===== config.mk =====
export PLATFORM = sky130hd
export DESIGN_NAME = fetch_stage
export DESIGN_NICKNAME = d
export VERILOG_FILES = /design/src/rtl/fetch_stage.sv
export SDC_FILE = /design/constraint.sdc
export NUM_CORES = 1
export LEC_CHECK = 0
export BUFFER_PORTS_ARGS = -buffer_cell sky130_fd_sc_hd__buf_2
export CORE_UTILIZATION = 45
export DETAILED_ROUTE_END_ITERATION = 16
export PLACE_DENSITY = 0.79
export SYNTH_ARGS = -nofsm -noshare
export SYNTH_HDL_FRONTEND = slang
export SYNTH_SLANG_ARGS = --single-unit

===== constraint.sdc =====
create_clock -name clk -period 2.25 [get_ports clk]
set_input_delay 0.45 -clock clk [delete_from_list [all_inputs] [get_ports clk]]
set_output_delay 0.45 -clock clk [all_outputs]
set_load 0.01 [all_outputs]

===== src/rtl/fetch_stage.sv =====
// Instruction-fetch stage: owns the PC, keeps one imem request in flight and feeds IF/ID.
// Optional misaligned-redirect trap selected by FETCH_MISALIGN_CHECK_EN.
module fetch_stage #(
  parameter logic [31:0] RESET_PC  = 32'h0000_0000,
  parameter logic [31:0] NOP_INSTR = 32'h0000_0013
) (
  input  logic        clk,
  input  logic        rst,
  input  logic        stall,
  input  logic        stall_if,
  input  logic        ex_if_branch_taken,
  input  logic [31:0] ex_if_branch_target,
  output logic        imem_req,
  output logic [31:0] imem_addr,
  input  logic        imem_ready,
  input  logic        imem_rvalid,
  input  logic [31:0] imem_rdata,
  output logic [31:0] if_id_instr_data,
  output logic [31:0] if_id_pc,
  output logic        if_id_valid,
  output logic        fetch_misaligned
);

  localparam int unsigned XLEN = 32;

  typedef enum logic [1:0] {S_FETCH, S_WAIT, S_HOLD} state_e;

  state_e            state_q, state_d;
  logic [XLEN-1:0]   pc_q, pc_d;
  logic [XLEN-1:0]   req_pc_q, req_pc_d;
  logic [XLEN-1:0]   hold_instr_q, hold_instr_d;
  logic [XLEN-1:0]   hold_pc_q, hold_pc_d;
  logic              kill_q, kill_d;
  logic [XLEN-1:0]   if_instr_q, if_instr_d;
  logic [XLEN-1:0]   if_pc_q, if_pc_d;
  logic              if_valid_q, if_valid_d;
  logic              misaligned_q, misaligned_d;

  logic              redirect;
  logic [XLEN-1:0]   target;
  logic              bad_target;
  logic              resp;
  logic              deliver;
  logic              hold_rel;
  logic              issue;
  logic              accept;

  // Redirect target handling depends on whether misaligned targets trap
`ifdef FETCH_MISALIGN_CHECK_EN
  assign target     = ex_if_branch_target;
  assign bad_target = ex_if_branch_taken && (ex_if_branch_target[1:0] != 2'b00);
`else
  assign target     = ex_if_branch_target & ~XLEN'(3);
  assign bad_target = 1'b0;
`endif

  assign redirect = ex_if_branch_taken;
  assign resp     = (state_q == S_WAIT) && imem_rvalid;
  assign deliver  = resp && !kill_q && !stall && !stall_if && !redirect;
  assign hold_rel = (state_q == S_HOLD) && !stall && !stall_if && !redirect;
  assign issue    = ((state_q == S_FETCH) || deliver) && !stall_if && !redirect && !misaligned_q;
  assign accept   = issue && imem_ready;

  // State register and datapath flops
  always_ff @(posedge clk or negedge rst) begin
    if (!rst) begin
      state_q      <= S_FETCH;
      pc_q         <= RESET_PC;
      req_pc_q     <= RESET_PC;
      hold_instr_q <= NOP_INSTR;
      hold_pc_q    <= '0;
      kill_q       <= 1'b0;
      if_instr_q   <= NOP_INSTR;
      if_pc_q      <= '0;
      if_valid_q   <= 1'b0;
      misaligned_q <= 1'b0;
    end else begin
      state_q      <= state_d;
      pc_q         <= pc_d;
      req_pc_q     <= req_pc_d;
      hold_instr_q <= hold_instr_d;
      hold_pc_q    <= hold_pc_d;
      kill_q       <= kill_d;
      if_instr_q   <= if_instr_d;
      if_pc_q      <= if_pc_d;
      if_valid_q   <= if_valid_d;
      misaligned_q <= misaligned_d;
    end
  end

  // Next-state logic
  always_comb begin
    state_d = state_q;
    unique case (state_q)
      S_FETCH: if (accept) state_d = S_WAIT;
      S_WAIT: begin
        if (resp) begin
          if (kill_q || redirect) state_d = S_FETCH;
          else if (deliver)       state_d = accept ? S_WAIT : S_FETCH;
          else                    state_d = S_HOLD;
        end
      end
      S_HOLD: if (redirect || hold_rel) state_d = S_FETCH;
      default: state_d = S_FETCH;
    endcase
  end

  // Datapath next values: PC, skid buffer, kill flag and IF/ID
  always_comb begin
    pc_d         = pc_q;
    req_pc_d     = req_pc_q;
    hold_instr_d = hold_instr_q;
    hold_pc_d    = hold_pc_q;
    kill_d       = kill_q;
    if_instr_d   = if_instr_q;
    if_pc_d      = if_pc_q;
    if_valid_d   = if_valid_q;
    misaligned_d = misaligned_q | bad_target;

    if (redirect)    pc_d = target;
    else if (accept) pc_d = pc_q + XLEN'(4);

    if (accept) req_pc_d = pc_q;

    if (resp && !kill_q && !redirect && !deliver) begin
      hold_instr_d = imem_rdata;
      hold_pc_d    = req_pc_q;
    end

    // A redirect with no response this cycle leaves a stale word in flight
    if (redirect && (state_q == S_WAIT) && !imem_rvalid) kill_d = 1'b1;
    else if (resp && kill_q)                             kill_d = 1'b0;

    if (redirect) begin
      if_instr_d = NOP_INSTR;
      if_valid_d = 1'b0;
    end else if (!stall) begin
      if (deliver) begin
        if_instr_d = imem_rdata;
        if_pc_d    = req_pc_q;
        if_valid_d = 1'b1;
      end else if (hold_rel) begin
        if_instr_d = hold_instr_q;
        if_pc_d    = hold_pc_q;
        if_valid_d = 1'b1;
      end else begin
        if_instr_d = NOP_INSTR;
        if_valid_d = 1'b0;
      end
    end
  end

  // Output logic; request is suppressed while reset is asserted
  always_comb begin
    imem_req  = issue && rst;
    imem_addr = pc_q;
  end

  assign if_id_instr_data = if_instr_q;
  assign if_id_pc         = if_pc_q;
  assign if_id_valid      = if_valid_q;
  assign fetch_misaligned = misaligned_q;

endmodule


== Word level (Yosys, flattened, before mapping) ==
Cells that the tools add are included.
W data, S select, Z words.

* Register bits: 196
* Input port bits: 71
* Output and inout bits: 99

* Add/subtract/negate cells: 1
* Equality and inequality tests: 6
* Mux-type cells: 21
* Bitwise operators: 2
* Reduce and logical (&&, ||, !) cells: 32

{| class="wikitable"
|+ Operators with widths
! cell !! count
|-
| $mux W32 || 8
|-
| $add A32 B3 Y32 const B || 1
|-
| $logic_and A1 B1 Y1 || 17
|-
| $mux W2 || 5
|-
| $mux W1 || 7
|-
| $logic_not A1 Y1 || 6
|-
| $pmux W2 S3 || 1
|-
| $reduce_and A3 Y1 || 2
|-
| $reduce_bool A2 Y1 || 3
|-
| $ne A2 B1 Y1 const B || 2
|-
| $ne A2 B2 Y1 const B || 2
|-
| $logic_or A1 B1 Y1 || 3
|-
| $eq A2 B1 Y1 const B || 1
|-
| $eq A2 B2 Y1 const B || 1
|-
| $logic_not A2 Y1 || 1
|-
| $not A1 Y1 || 2
|}

== Depth between registers and ports, before layout ==
* Depth after elaboration: 15
* Mapped depth: 8
* Gate-level depth less buffers: 6

== Least setup slack after synthesis ==
OpenSTA, ideal clock, no wires.

* Path kind: input to output
* From: input ex_if_branch_taken
* To: output imem_req
* Data arrival time: 1.929 ns
* Data required time: 1.800 ns
* Path slack: -0.129 ns
* Stages on the path: 6
* Path buffers: 2
* Cells stage by stage: clkbuf_1 -> nor3b_1 -> nand2_1 -> nor3_2 -> clkbuf_1 -> o211a_1

* Cells in the longest elaborated chain, start to end: 6

{| class="wikitable"
|+ Ends and longest elaborated chain
! item !! RTL line !! text
|-
| start: declaration || 11 || <nowiki>input logic ex_if_branch_taken,</nowiki>
|-
| $logic_not A1 Y1 (*) || 59, 61 ||
|-
| $logic_and A1 B1 Y1 || 59 || <nowiki>assign deliver = resp && !kill_q && !stall && !stall_if && !redirect;</nowiki>
|-
| $logic_or A1 B1 Y1 || 61 || <nowiki>assign issue = ((state_q == S_FETCH) || deliver) && !stall_if && !redirect && !misaligned_q;</nowiki>
|-
| $logic_and A1 B1 Y1 || 61 ||
|-
| $logic_and A1 B1 Y1 (*) || 61 ||
|-
| $logic_and A1 B1 Y1 (*) || 155 || <nowiki>imem_req = issue && rst;</nowiki>
|-
| end: declaration || 13 || <nowiki>output logic imem_req,</nowiki>
|}

Mark *: on every way between the ends. The rest lies on a longest branch, timed or not.

== Worst setup path in the final report ==
* From: register kill_q
* To: register pc_q[21], in the netlist imem_addr[21]

* Cells in the longest elaborated chain, start to end: 10

{| class="wikitable"
|+ Ends and longest elaborated chain
! item !! RTL line !! text
|-
| start: declaration || 33 || <nowiki>logic kill_q, kill_d;</nowiki>
|-
| start signal: assignment || 83 || <nowiki>kill_q <= kill_d;</nowiki>
|-
| $logic_not A1 Y1 || 59 ||
|-
| $logic_and A1 B1 Y1 (4 in a row) || 59 ||
|-
| $logic_or A1 B1 Y1 || 61 ||
|-
| $logic_and A1 B1 Y1 (2 in a row) || 61 ||
|-
| $logic_and A1 B1 Y1 || 62 || <nowiki>assign accept = issue && imem_ready;</nowiki>
|-
| $reduce_bool A2 Y1 (no source line) || -- ||
|-
| end signal: assignment || 79 || <nowiki>pc_q <= pc_d;</nowiki>
|-
| end: declaration || 29 || <nowiki>logic [XLEN-1:0] pc_q, pc_d;</nowiki>
|}

No other way between the ends.
A chain may end at the register's enable or synchronous reset.

==> reports/qor.yml <==
final_layout_size_suffix_gt1_frac: 0.327
vias_per_cell: 5.44
worstPathRequired_ns: 2.58
total_power_mw: 9.90
setup_viol_count_final: 1
slew-limit-headroom: 0.551
die_w_um: 138
overflow: 0
grt_busiest_layer: "met2"
synth_top_area_frac: 0.551
synth-seq-area-share: 0.570
grt_pass1_wl_um: 33300
power.density_nw_per_um2: 966
final.min_clock_period_ns: 2.25
clk_latency_ns: 0.44
fillers: 1518
fin_hold_ws_ns: 0.226
synth-seq-cells: 188
synth_top_cell_by_area: "dfrtp_1"
wire_per_inst_um: 16.9
final.setup_skew_ns: 0.00685
cts.sinks: 188
grt_pass1_vias: 6518
violations: "negative setup slack"
io_pins: 170
firstDrtPassIters: 6
syn_to_final_growth_pct: 24.0
rsz0062_at_grt: "yes"
status: "finished with violations"
power.leakage_nw: 5.06
maxCapViolations: 0
hold_path_class: "primary input to register"
hold_viol: 0
crit_type: "register to register"
io_buffers: 162
die-area_sq_um: 18900
cp_cell_sequence: "or3b_4, a2111o_1, buf_6, or3_1, a31o_2"
fp.coreArea_sq_um: 18000
place_hpwl_um: 13900
rows: 49
fin_ws_ns: -0.00161
pre_cts_ws_ns: -0.121
yosys_warnings: 0
synth-edff-count: 0
cts-root-buf: "clkbuf_16"
met1_usage: 0.314
cp_slowest_cell: "a2111o_1"
use_met2: 0.352
dr_total_vias: 6701
slew_violations: 0
drtIter0Drc: 632
avgSynthCellArea_sq_um: 10.2
clkTransAtPathRegs_ns: 0.07
cp.arrival_ns: 2.58
grt_usage: 0.231
drc_errors: 0
start_kind: "register"
period_share: 1.00
die_h_um: 138
crit_family: "compound AO/OA/AOI/OAI gates"
antenna_found_initial: 1
ys.flop_type: "dfrtp_1"
wl_um: 20800
netlist_area_sq_um: 8270
syn_inst: 809
gp_congestion: 0.818
multi_input_area_sq_um: 3360
yosysUniqueCellTypes: 49
nNetsFinal: 1060
cts_tree: "done"
use_met3: 0.0596
seqCellArea_sq_um: 4710
cp_max_fo: 8
synth.area.top_cells: "dfrtp_1 (55%), nand2_1 (10%), mux2_2 (8.4%)"
async_flop_share: 1.00
clk_path_buf_depth: 2
htreeDepth: 4
grt_start_max_net_pins: 127
numCtsBuffers: 17
cp_num_buf_inv: 1
tightest_slew_ns: 0.673
slowest_delay_ns: 0.57
ir_worst_vdd_mv: 0.600
crit_path_end_kind: "register"
fmax_mhz: 444
ant_nets: 0
start_util: 0.460
==> path summary, 6_finish.rpt <==
kind	start	end	slack [ns]	depth (start not counted)
setup / recovery	kill_q	imem_addr[21]	-0.002	5
hold / removal	ex_if_branch_target[4]	imem_addr[4]	0.23	3
setup reg to reg	kill_q	imem_addr[21]	-0.002	5
hold reg to reg	if_id_instr_data[27]	if_id_instr_data[27]	0.47	2
max in group asynchronous	rst	imem_addr[23]	0.85	3
min in group asynchronous	rst	if_id_instr_data[3]	0.46	2
==> kinds of logic after synthesis <==
| logic type | after synthesis | share of synthesized area |
|---|---|---|
| AOI/OAI and AO/OA | 128 | 0.103 |
| xor gates and xnor gates | 1 | 0.00106 |
| adders and majority gates | 1 | 0.00151 |
| buffers and inverters | 59 | 0.0327 |
| DFF | 188 | 0.570 |
| muxes | 89 | 0.117 |
| other | 1 | 0.000453 |
| and+or+nand+nor | 342 | 0.175 |
==> state kept, by name, indices dropped and copies added (netlist names), 2 cells and up <==
| register | flops |
|---|---|
| hold_instr_q | 32 |
| hold_pc_q | 30 |
| if_id_instr_data | 32 |
| if_id_pc | 30 |
| imem_addr | 30 |
| req_pc_q | 30 |
| state_q | 2 |
==> worst min-delay path, stage by stage <==
cell,delay [ns]
buf_2,0.09
a32oi_1,0.04
nand2_1,0.05
==> metal layers <==
| layer | vias to the layer above | wire length [um] |
|---|---|---|
| met5 | - | 0 |
| met4 | 0 | 585 |
| met3 | 46 | 1320 |
| met2 | 237 | 9870 |
| met1 | 3255 | 9050 |
| li1 | 3163 | - |
==> cells in the final DEF, fill, tap and decap left out, drive strengths merged, types with 3 or more instances in the layout <==
cell    Yosys  final
a21oi       9      9
a31oi      33     33
a32oi       4      4
and2        3      3
and3        5      5
buf        21    207
clkbuf     32     19
clkinv      0      5
conb        1      5
dfrtp     182    182
dfstp       6      6
inv         6     11
mux2       62     62
mux2i      27     27
nand2     220    220
nand3      20     20
nand4       9      9
nor2       55     55
nor2b       3      3
nor3       10     10
o211ai     11     11
o21ai      44     44
o311ai     11     11
or3         3      3
or4         5      5
==> through the flow <==
step	utilization	setup TNS (ns)	instance area, sq um	std cells
final	0.571	-0.00161	10300	1231
after global routing	0.571	-0.100	10300	1230
after CTS	0.564	-0.000471	10100	1220
after floorplan	-	0	8290	813
after global placement	0.528	-0.317	9490	1186
after detailed placement	0.528	-0.788	9490	1186
==> cell type report <==
class	count	area share
clock inverters	14	0.0177
flip-flops and latches	188	0.460
well taps	229	0.0279
inverters	6	0.00220
repair buffers	209	0.122
diodes	1	0.000244
clock buffers	18	0.0428
multi-input cells	566	0.328
==> what timing repair did <==
| action | CTS | global route |
|---|---|---|
| gates resized for setup | 2 | 13 |
| hold buffers | 1 | 0 |
| endpoints found under the setup margin | 1 | 14 |
| buffers inserted | 1 | 10 |
| endpoints found under the hold margin | 24 | 0 |
| pin swaps | 2 | 12 |
==> cells in the mapped netlist (3+ instances only) <==
library cell,number
o311ai_0,11
mux2_2,62
nand3_1,20
or3_1,3
nor3_1,8
nand2_1,220
nand4_1,9
inv_1,5
nor2_1,55
buf_2,12
a31oi_1,33
buf_4,5
dfrtp_1,182
clkbuf_1,32
a32oi_1,4
o21ai_0,44
and2_1,3
and3_1,5
or4_1,5
a21oi_1,9
dfstp_2,6
o211ai_1,11
mux2i_1,27
nor2b_1,3
==> power breakdown <==
part	total, mW	internal (mW)	switching [mW]
sequential	4.83	4.27	0.557
combinational	1.96	0.994	0.969
clock	3.11	1.72	1.40
Power figures use the tool's default switching activity.
